===== src/rtl/uart_cmd_ctrl.sv =====
// UART command controller: collects terminated commands from the byte receiver,
// hands them to the executor over valid/ready and returns a one-byte reply.
module uart_cmd_ctrl #(
    parameter int          CMD_MAX = 8,
    parameter logic [7:0]  TERM    = 8'h0D,
    parameter logic [7:0]  ACK     = 8'h4B,
    parameter logic [7:0]  NAK     = 8'h45,
    parameter logic [7:0]  ERR     = 8'h21,
    parameter int          TIMEOUT = 1000000,
    parameter int          LEN_W   = $clog2(CMD_MAX + 1)
) (
    input  logic                   clk,
    input  logic                   rst_n,
    input  logic [7:0]             rx_data,
    input  logic                   rx_valid,
    output logic [7:0]             tx_data,
    output logic                   tx_start,
    input  logic                   tx_busy,
    output logic [8*CMD_MAX-1:0]   cmd_data,
    output logic [LEN_W-1:0]       cmd_len,
    output logic                   cmd_valid,
    input  logic                   cmd_ready,
    input  logic                   cmd_done,
    input  logic                   cmd_ok,
    output logic [1:0]             state_out
);

    typedef enum logic [1:0] {
        S_START = 2'd0,
        S_READ  = 2'd1,
        S_RUN   = 2'd2,
        S_ERROR = 2'd3
    } state_t;

    localparam logic [LEN_W-1:0] LEN_MAX = LEN_W'(CMD_MAX);
    localparam logic [31:0]      TO_LIM  = (TIMEOUT > 0) ? 32'(TIMEOUT - 1) : 32'd0;

    state_t      state, state_nxt;
    logic [31:0] timer;
    logic [31:0] timer_inc;
    logic        expire;
    logic [7:0]  reply;
    logic        reply_pend;
    logic        discard;
    logic        term_seen;
    logic        err_sent;
    logic        accepted;
    logic        done_taken;

    logic        rx_term;
    logic        first_byte;
    logic        store_byte;
    logic        term_in_read;
    logic        overflow;
    logic        timeout_hit;
    logic        hs;
    logic        done_take;
    logic        tx_fire;

    assign state_out = state;
    assign timer_inc = timer + 32'd1;
    assign expire    = (TIMEOUT != 0) && (timer_inc >= TO_LIM);
    assign rx_term   = rx_valid && (rx_data == TERM);

    always_ff @(posedge clk) begin
        if (!rst_n) begin
            state <= S_START;
        end else begin
            state <= state_nxt;
        end
    end

    always_comb begin
        state_nxt = state;
        case (state)
            S_START: begin
                if (rx_valid && !rx_term) state_nxt = S_READ;
            end
            S_READ: begin
                if (rx_valid) begin
                    if (rx_term)                  state_nxt = S_RUN;
                    else if (cmd_len == LEN_MAX)  state_nxt = S_ERROR;
                end else if (expire) begin
                    state_nxt = S_ERROR;
                end
            end
            S_RUN: begin
                if (tx_start) state_nxt = S_START;
            end
            S_ERROR: begin
                // Overflow recovery needs both the ERR byte sent and a terminator seen.
                if ((tx_start || err_sent) && (!discard || term_seen || rx_term))
                    state_nxt = S_START;
            end
            default: state_nxt = S_START;
        endcase
    end

    always_comb begin
        first_byte   = 1'b0;
        store_byte   = 1'b0;
        term_in_read = 1'b0;
        overflow     = 1'b0;
        timeout_hit  = 1'b0;
        hs           = cmd_valid && cmd_ready;
        done_take    = 1'b0;
        tx_fire      = reply_pend && !tx_busy;
        case (state)
            S_START: first_byte = rx_valid && !rx_term;
            S_READ: begin
                term_in_read = rx_term;
                store_byte   = rx_valid && !rx_term && (cmd_len != LEN_MAX);
                overflow     = rx_valid && !rx_term && (cmd_len == LEN_MAX);
                timeout_hit  = !rx_valid && expire;
            end
            S_RUN: begin
                // Completion only counts once the executor has taken the command.
                done_take = cmd_done && (accepted || hs) && !done_taken;
            end
            default: ;
        endcase
    end

    always_ff @(posedge clk) begin
        if (!rst_n) begin
            cmd_data   <= '0;
            cmd_len    <= '0;
            cmd_valid  <= 1'b0;
            tx_start   <= 1'b0;
            tx_data    <= 8'h00;
            timer      <= 32'd0;
            reply      <= 8'h00;
            reply_pend <= 1'b0;
            discard    <= 1'b0;
            term_seen  <= 1'b0;
            err_sent   <= 1'b0;
            accepted   <= 1'b0;
            done_taken <= 1'b0;
        end else begin
            if (first_byte) begin
                cmd_data      <= '0;
                cmd_data[7:0] <= rx_data;
                cmd_len       <= LEN_W'(1);
            end else if (store_byte) begin
                for (int i = 0; i < CMD_MAX; i++) begin
                    if (cmd_len == LEN_W'(i)) cmd_data[8*i +: 8] <= rx_data;
                end
                cmd_len <= cmd_len + LEN_W'(1);
            end

            if (first_byte || store_byte)       timer <= 32'd0;
            else if (state == S_READ && !rx_valid) timer <= timer_inc;

            if (term_in_read) cmd_valid <= 1'b1;
            else if (hs)      cmd_valid <= 1'b0;

            accepted   <= (state == S_RUN) && (accepted || hs);
            done_taken <= (state == S_RUN) && (done_taken || done_take);

            if (overflow)         discard <= 1'b1;
            else if (timeout_hit) discard <= 1'b0;
            term_seen <= (state == S_ERROR) && (term_seen || rx_term);
            err_sent  <= (state == S_ERROR) && (err_sent || tx_start);

            if (done_take) begin
                reply_pend <= 1'b1;
                reply      <= cmd_ok ? ACK : NAK;
            end else if (overflow || timeout_hit) begin
                reply_pend <= 1'b1;
                reply      <= ERR;
            end else if (tx_fire) begin
                reply_pend <= 1'b0;
            end

            tx_start <= tx_fire;
            if (tx_fire) tx_data <= reply;
        end
    end

endmodule


===== config.mk =====
export PLATFORM = sky130hd
export DESIGN_NAME = uart_cmd_ctrl
export DESIGN_NICKNAME = d
export VERILOG_FILES = /design/src/rtl/uart_cmd_ctrl.sv
export SDC_FILE = /design/constraint.sdc
export NUM_CORES = 1
export LEC_CHECK = 0
export CORE_MARGIN = 2
export CORE_UTILIZATION = 48
export DETAILED_ROUTE_END_ITERATION = 16
export PLACE_DENSITY = 0.84
export RECOVER_POWER = 25
export SETUP_SLACK_MARGIN = 0.05
export SLEW_MARGIN = 15
export SYNTH_ARGS = -nofsm -noshare
export SYNTH_HDL_FRONTEND = slang
export SYNTH_SLANG_ARGS = --single-unit

===== constraint.sdc =====
create_clock -name clk -period 2.5 [get_ports clk]
set_input_delay 0.625 -clock clk [delete_from_list [all_inputs] [get_ports clk]]
set_output_delay 0.625 -clock clk [all_outputs]
set_load 0.05 [all_outputs]

# ---- After elaboration in Yosys (flattened, before gate mapping)
# Index checks and enable logic that the tools add are counted.
# Widths: inputs -> output; s select.
dict set report totals {
  regBits 126
  elab_cells 120
}
dict set report classes {
  addsub 2
  magnitude_cmp 1
  n_eq_ne 18
  muxes 29
  n_bitwise 1
  reduce_logical 47
}
# cell count
set op_table {}
lappend op_table {{$mux 8} 5}
lappend op_table {{$add 32x1->32 const B} 1}
lappend op_table {{$ge 32x20->1 const B} 1}
lappend op_table {{$eq 4x3->1 const B} 4}
lappend op_table {{$reduce_and 2->1} 8}
lappend op_table {{$logic_and 1x1->1} 15}
lappend op_table {{$mux 1} 15}
lappend op_table {{$mux 2} 7}
lappend op_table {{$reduce_bool 2->1} 5}
lappend op_table {{$eq 4x2->1 const B} 2}
lappend op_table {{$eq 8x4->1 const B} 1}
lappend op_table {{$logic_or 1x1->1} 8}
lappend op_table {{$ne 4x4->1 const B} 2}
lappend op_table {{$pmux 2 s4} 1}
lappend op_table {{$ne 2x2->1 const B} 3}
lappend op_table {{$logic_not 1->1} 5}
lappend op_table {{$reduce_and 5->1} 1}
lappend op_table {{$add 4x1->4 const B} 1}
lappend op_table {{$eq 2x2->1 const B} 2}
lappend op_table {{$eq 4x1->1 const B} 1}
lappend op_table {{$eq 4x4->1 const B} 1}
lappend op_table {{$logic_not 4->1} 1}
lappend op_table {{$mux 4} 1}
lappend op_table {{$reduce_or 2->1} 2}
lappend op_table {{5 further kinds} 5}

# ---- Depth between registers and ports, before layout
dict set report depth {
  ltp_word 9
  depth_mapped 10
}

# ---- Worst setup path after synthesis
# No wires, ideal clock.
dict set report synth_path {
  kind {register to register}
  from {register state[0], in the netlist state_out[0]}
  to {register timer[26]}
  arrival_time_ns 2.509
  required_time_ns 2.372
  path_slack_ns -0.136
  path_stages_with_launch 11
  period_less_slack_ns 2.636
  cell_sequence {dfxtp_1 buf_2 nor2b_2 and2_1 buf_2 nand2_1 or4_1 nor3_1 nand3_1 xor2_1 nor2_1}
}
dict set report synth_between {
  elab_chain_cells 4
  elab_cells_between_ends 7
}
# item line
set synth_lines {}
lappend synth_lines {{start: declaration} 38} ;# state_t state, state_nxt;
lappend synth_lines {{start signal: assignment} 69} ;# state <= state_nxt;
lappend synth_lines {{$eq 2x1->1 or $logic_not 2->1 (tied branches)} {108, 152}}
lappend synth_lines {{$mux 1} 108} ;# case (state)
lappend synth_lines {{$logic_or 1x1->1} 151} ;# if (first_byte || store_byte) timer <= 32'd0;
lappend synth_lines {{$reduce_or 2->1 (no line)} n/a}
lappend synth_lines {{end signal: assignment} 152} ;# else if (state == S_READ && !rx_valid) timer <= timer_inc;
lappend synth_lines {{end: declaration} 39} ;# logic [31:0] timer;
# Several ways; a longest one is shown, not always the timed one.
# A chain may end at the register's enable or synchronous reset.

# ---- Final worst setup path
dict set report layout_path {
  from {register timer[6]}
  to {register discard}
}
dict set report layout_between {
  elab_chain_cells 5
}
# item line
set layout_lines {}
lappend layout_lines {{$add 32x1->32} 61} ;# assign timer_inc = timer + 32'd1;
lappend layout_lines {{$ge 32x20->1} 62} ;# assign expire = (TIMEOUT != 0) && (timer_inc >= TO_LIM);
lappend layout_lines {{$logic_and 1x1->1} 114} ;# timeout_hit = !rx_valid && expire;
lappend layout_lines {{$mux 1} 108}
lappend layout_lines {{$reduce_bool 2->1 (no line)} n/a}
lappend layout_lines {{end signal: assignment} 134} ;# discard <= 1'b0;
lappend layout_lines {{end signal: assignment} 160} ;# if (overflow) discard <= 1'b1;
lappend layout_lines {{end signal: assignment} 161} ;# else if (timeout_hit) discard <= 1'b0;
lappend layout_lines {{end: declaration} 44} ;# logic discard;
# No other way between the ends.

==> reports/results.txt <==
The endpoint identified for the worst register-to-register timing path is discard. The highest net fanout along the worst path was 7. The register-to-register path setup slack was -0.07 ns. Before antenna repair, the detailed router went through 5 iterations.

The combinational cell fraction of total power is 0.073, and the average instance area after synthesis is 8.85 um2. For the number of global-route vias before repair, the log shows 5,175. Entering global routing, the biggest net connects 34 pins. For the worst-case vdd ir drop, the log shows 567 uV.

The setup path with the least slack is of type reg -> reg. Across the run, the number of max-cap violations was 0. The area share of the largest cell type after synthesis is 0.439.

The most frequent cell after synthesis was dfxtp_1. After detailed routing, the average wire length per cell comes to 17.0 um. The nature of the critical path endpoint was a flip-flop. The maximum level of the CTS H-tree is 4. By area the synthesized netlist is led by dfxtp_1, mux2i_1, nor2_1.

The routed via count divided by cell count works out to 5.49. The tools report the initial standard-cell utilization of the core as 0.486. The critical path startpoint category is a flip-flop. Clock-pin slew was measured on the worst setup and hold paths at 0.06 ns.

Unique cell type count in the Yosys netlist: 63. The x dimension of the die was 111 um; the minimum setup slack after placement was -0.333 ns. The startpoint identified for the worst register-to-register timing path is timer[6].

The launch point of the critical path is timer[6]. The critical path ends at discard. The fraction of the yosys area taken by sequential cells is 0.439. The number of buffers created by CTS is 17, and the number of cell instances on the worst register-to-register path is 10. Once detail routing completed, the nets flagged for antenna violations numbered 0. The number of standard-cell rows in the floorplan is 39, and the number of clock sinks seen by CTS is 120. TritonCTS built the clock tree.

Input and output buffers added on the ports amount to 92. Among all flip-flop cells after synthesis, the most frequent one is dfxtp_1. The buffer levels on the longest clock path is 2, and the relative slew slack is 0.469.

For this design the total switching power over the nets is 1160 uW. DRC violation total after the first TritonRoute iteration: 323. The ratio of final minimum period to clock period is 1.03.

The tools report the total wire length after detailed routing as 15.7 mm. Latest clock arrival within the worst-skew pair: 0.42 ns. By count the netlist is led by dfxtp_1, nor2_1, mux2i_1, nand2_1, nand3_1. The vertical die dimension came out at 111 um.

From synthesis to final layout, the design area changed by 40.3%. For this run, design rule violations remaining after detail routing come to 0. For the maximum frequency from static timing analysis, the log shows 389 MHz. The total power density per cell area is 616 nW/um2, and the layout net count is 786. 95 I/O pins were placed. The placed wire-length estimate after detailed placement came out at 10.2 mm. Routability-driven placement finished with a final weighted congestion of 0.894. The repair_antennas step left the layout with diodes totalling 0. The largest total area in the synthesized netlist belongs to dfxtp_1.

The fraction of registers with async set/reset was 0. The total of hold buffers inserted after clock tree synthesis is 0, and the number of standard cells after synthesis is 619. For this design the static power due to leakage is 0.00292 uW. The global-route usage over all layers came out at 0.255. The share of cells above drive strength 1 is 0.202. The switching fraction of total power came out at 0.246. The final reports fail on setup timing.

The run finished, with violations left. The die covers 12,300 um2. For this block, the via count after detailed routing is 5,050. The count of flip-flops with a built-in enable after synthesis came out at 0. Setup violations remaining at the end of the flow were counted as 6.

The initial antenna violation count was 0; the final period demand of the worst path was 2.57 ns. The clock arrives with 0.00959 ns of skew. For this run the aggregate overflow at the end of global routing stands at 0.

Setup repair after global routing could not meet its margin everywhere. The number of warning messages in the yosys log is 0. CTS placed an instance of clkbuf_16 at the clock tree root. The area of the core region was 11,300 um2. The internal power of the cells totals 3570 uW.

The count of pins over their slew limit is 0. The proportion of power drawn by flip-flops and latches was 0.411; the flop and latch count out of synthesis was 120. Path class of the lowest-slack min-delay path: reg -> reg. The run gives -0.0729 ns as the minimum setup slack in the final design.

The run gives 2.88 ns as the endpoint arrival time on the critical path. At the worst endpoint, the required time is 2.81 ns. The setup TNS was -0.243 ns; the fraction of power consumed by the clock network was 0.516. At the pin with the least slew margin, the transition time is 0.796 ns. The first global-routing pass estimated 25.2 mm of wire.

Summing every instance area after synthesis gives 5480 um2. For the number of hold-slack violations in the final timing report, the log shows 0.
[worst max-delay path, cell delays in order, from the launching register on]
cell     delay (ns)
dfxtp_2        0.35
nand4_1        0.18
buf_4          0.19
or2_2          0.31
nor3_2         0.22
xnor2_1        0.16
o31ai_1        0.39
o21ai_2        0.14
a21oi_4        0.30
buf_4          0.16
nor2_1         0.04
[cells by family after synthesis]
group | synth area share
AND/OR/NAND/NOR | 0.250
multiplexers | 0.101
AO/OA/AOI/OAI | 0.0747
buffers and inverters | 0.0512
flip-flops | 0.439
adder cells (fa/ha/maj) | 0.0137
other | 0.000685
XOR/XNOR | 0.0704
[stage by stage]
step | std cells | utilization | hold slack [ns] | cell area, um2 | power (uW)
floorplan | 620 | - | 0.432 | 5490 | 2190
global placement | 884 | 0.619 | 0.443 | 6980 | 2330
detailed placement | 884 | 0.619 | 0.451 | 6980 | 2340
CTS | 918 | 0.681 | 0.463 | 7680 | 4770
global route | 920 | 0.682 | 0.481 | 7680 | 4860
finish | 920 | 0.682 | 0.457 | 7680 | 4740
[registers in the layout, summed over array words and instances, names as in the netlist, 2 cells and up]
signal and cells:
state_out 2, cmd_len 4, tx_data 5, cmd_data 64, timer 32, reply 5
[routing by layer]
metal,up-vias,global-route usage,routed length [um]
li1,2400,-,-
met1,2414,0.287,6280
met2,186,0.439,7840
met3,50,0.0858,1040
met4,0,0.113,497
met5,-,0,0
[area by class of cell]
type	instances	area [um2]
Clock buffer	19	453
Clock inverter	12	143
Fill cell	798	3590
Inverter	7	26.3
Multi-Input combinational cell	444	2930
Sequential cell	120	2420
Tap cell	143	179
Timing Repair Buffer	175	1540
[layout by cell type (no fill, tap or decap), types with 5 or more instances in the layout]
cell,netlist,routed
dfxtp_1,120,110
nor2_1,100,100
buf_4,8,76
clkdlybuf4s50_1,0,68
mux2i_1,55,55
nand2_1,53,53
nand3_1,34,32
a21oi_1,24,24
xnor2_1,24,24
dlygate4sd3_1,0,22
xor2_1,20,20
nor2b_1,18,18
clkbuf_16,0,17
nand4_1,14,14
nor3_1,15,12
dfxtp_2,0,8
inv_1,7,7
and2_1,10,6
and2_2,1,5
and3_1,5,5
ha_1,6,5
[how the worst min path moves through the flow]
stage / from / endpoint / cells past startpoint
floorplan: reply[2] / reply[2] / 2
global placement: cmd_data[23] / cmd_data[23] / 2
finish: cmd_data[17] / cmd_data[17] / 2
detailed placement: cmd_data[13] / cmd_data[13] / 2
CTS: cmd_data[9] / cmd_data[9] / 2
global route: cmd_data[9] / cmd_data[9] / 2
[power groups by stage]
stage          clock network (uW)  registers (uW)  logic, uW
3_5_place_dp                    0            1990        350
6_report                     2440            1950        343
2_1_floorplan                   0            2040        150
3_3_place_gp                    0            1990        343
5_1_grt                      2550            1950        363
4_1_cts                      2470            1950        360
[timing repair]
action | CTS | global route
setup endpoints to repair | 10 | 46
resized for setup | 22 | 13
setup buffers | 3 | 2
pin swaps | 11 | 11
Note: power is estimated with default switching activity, not from simulation.
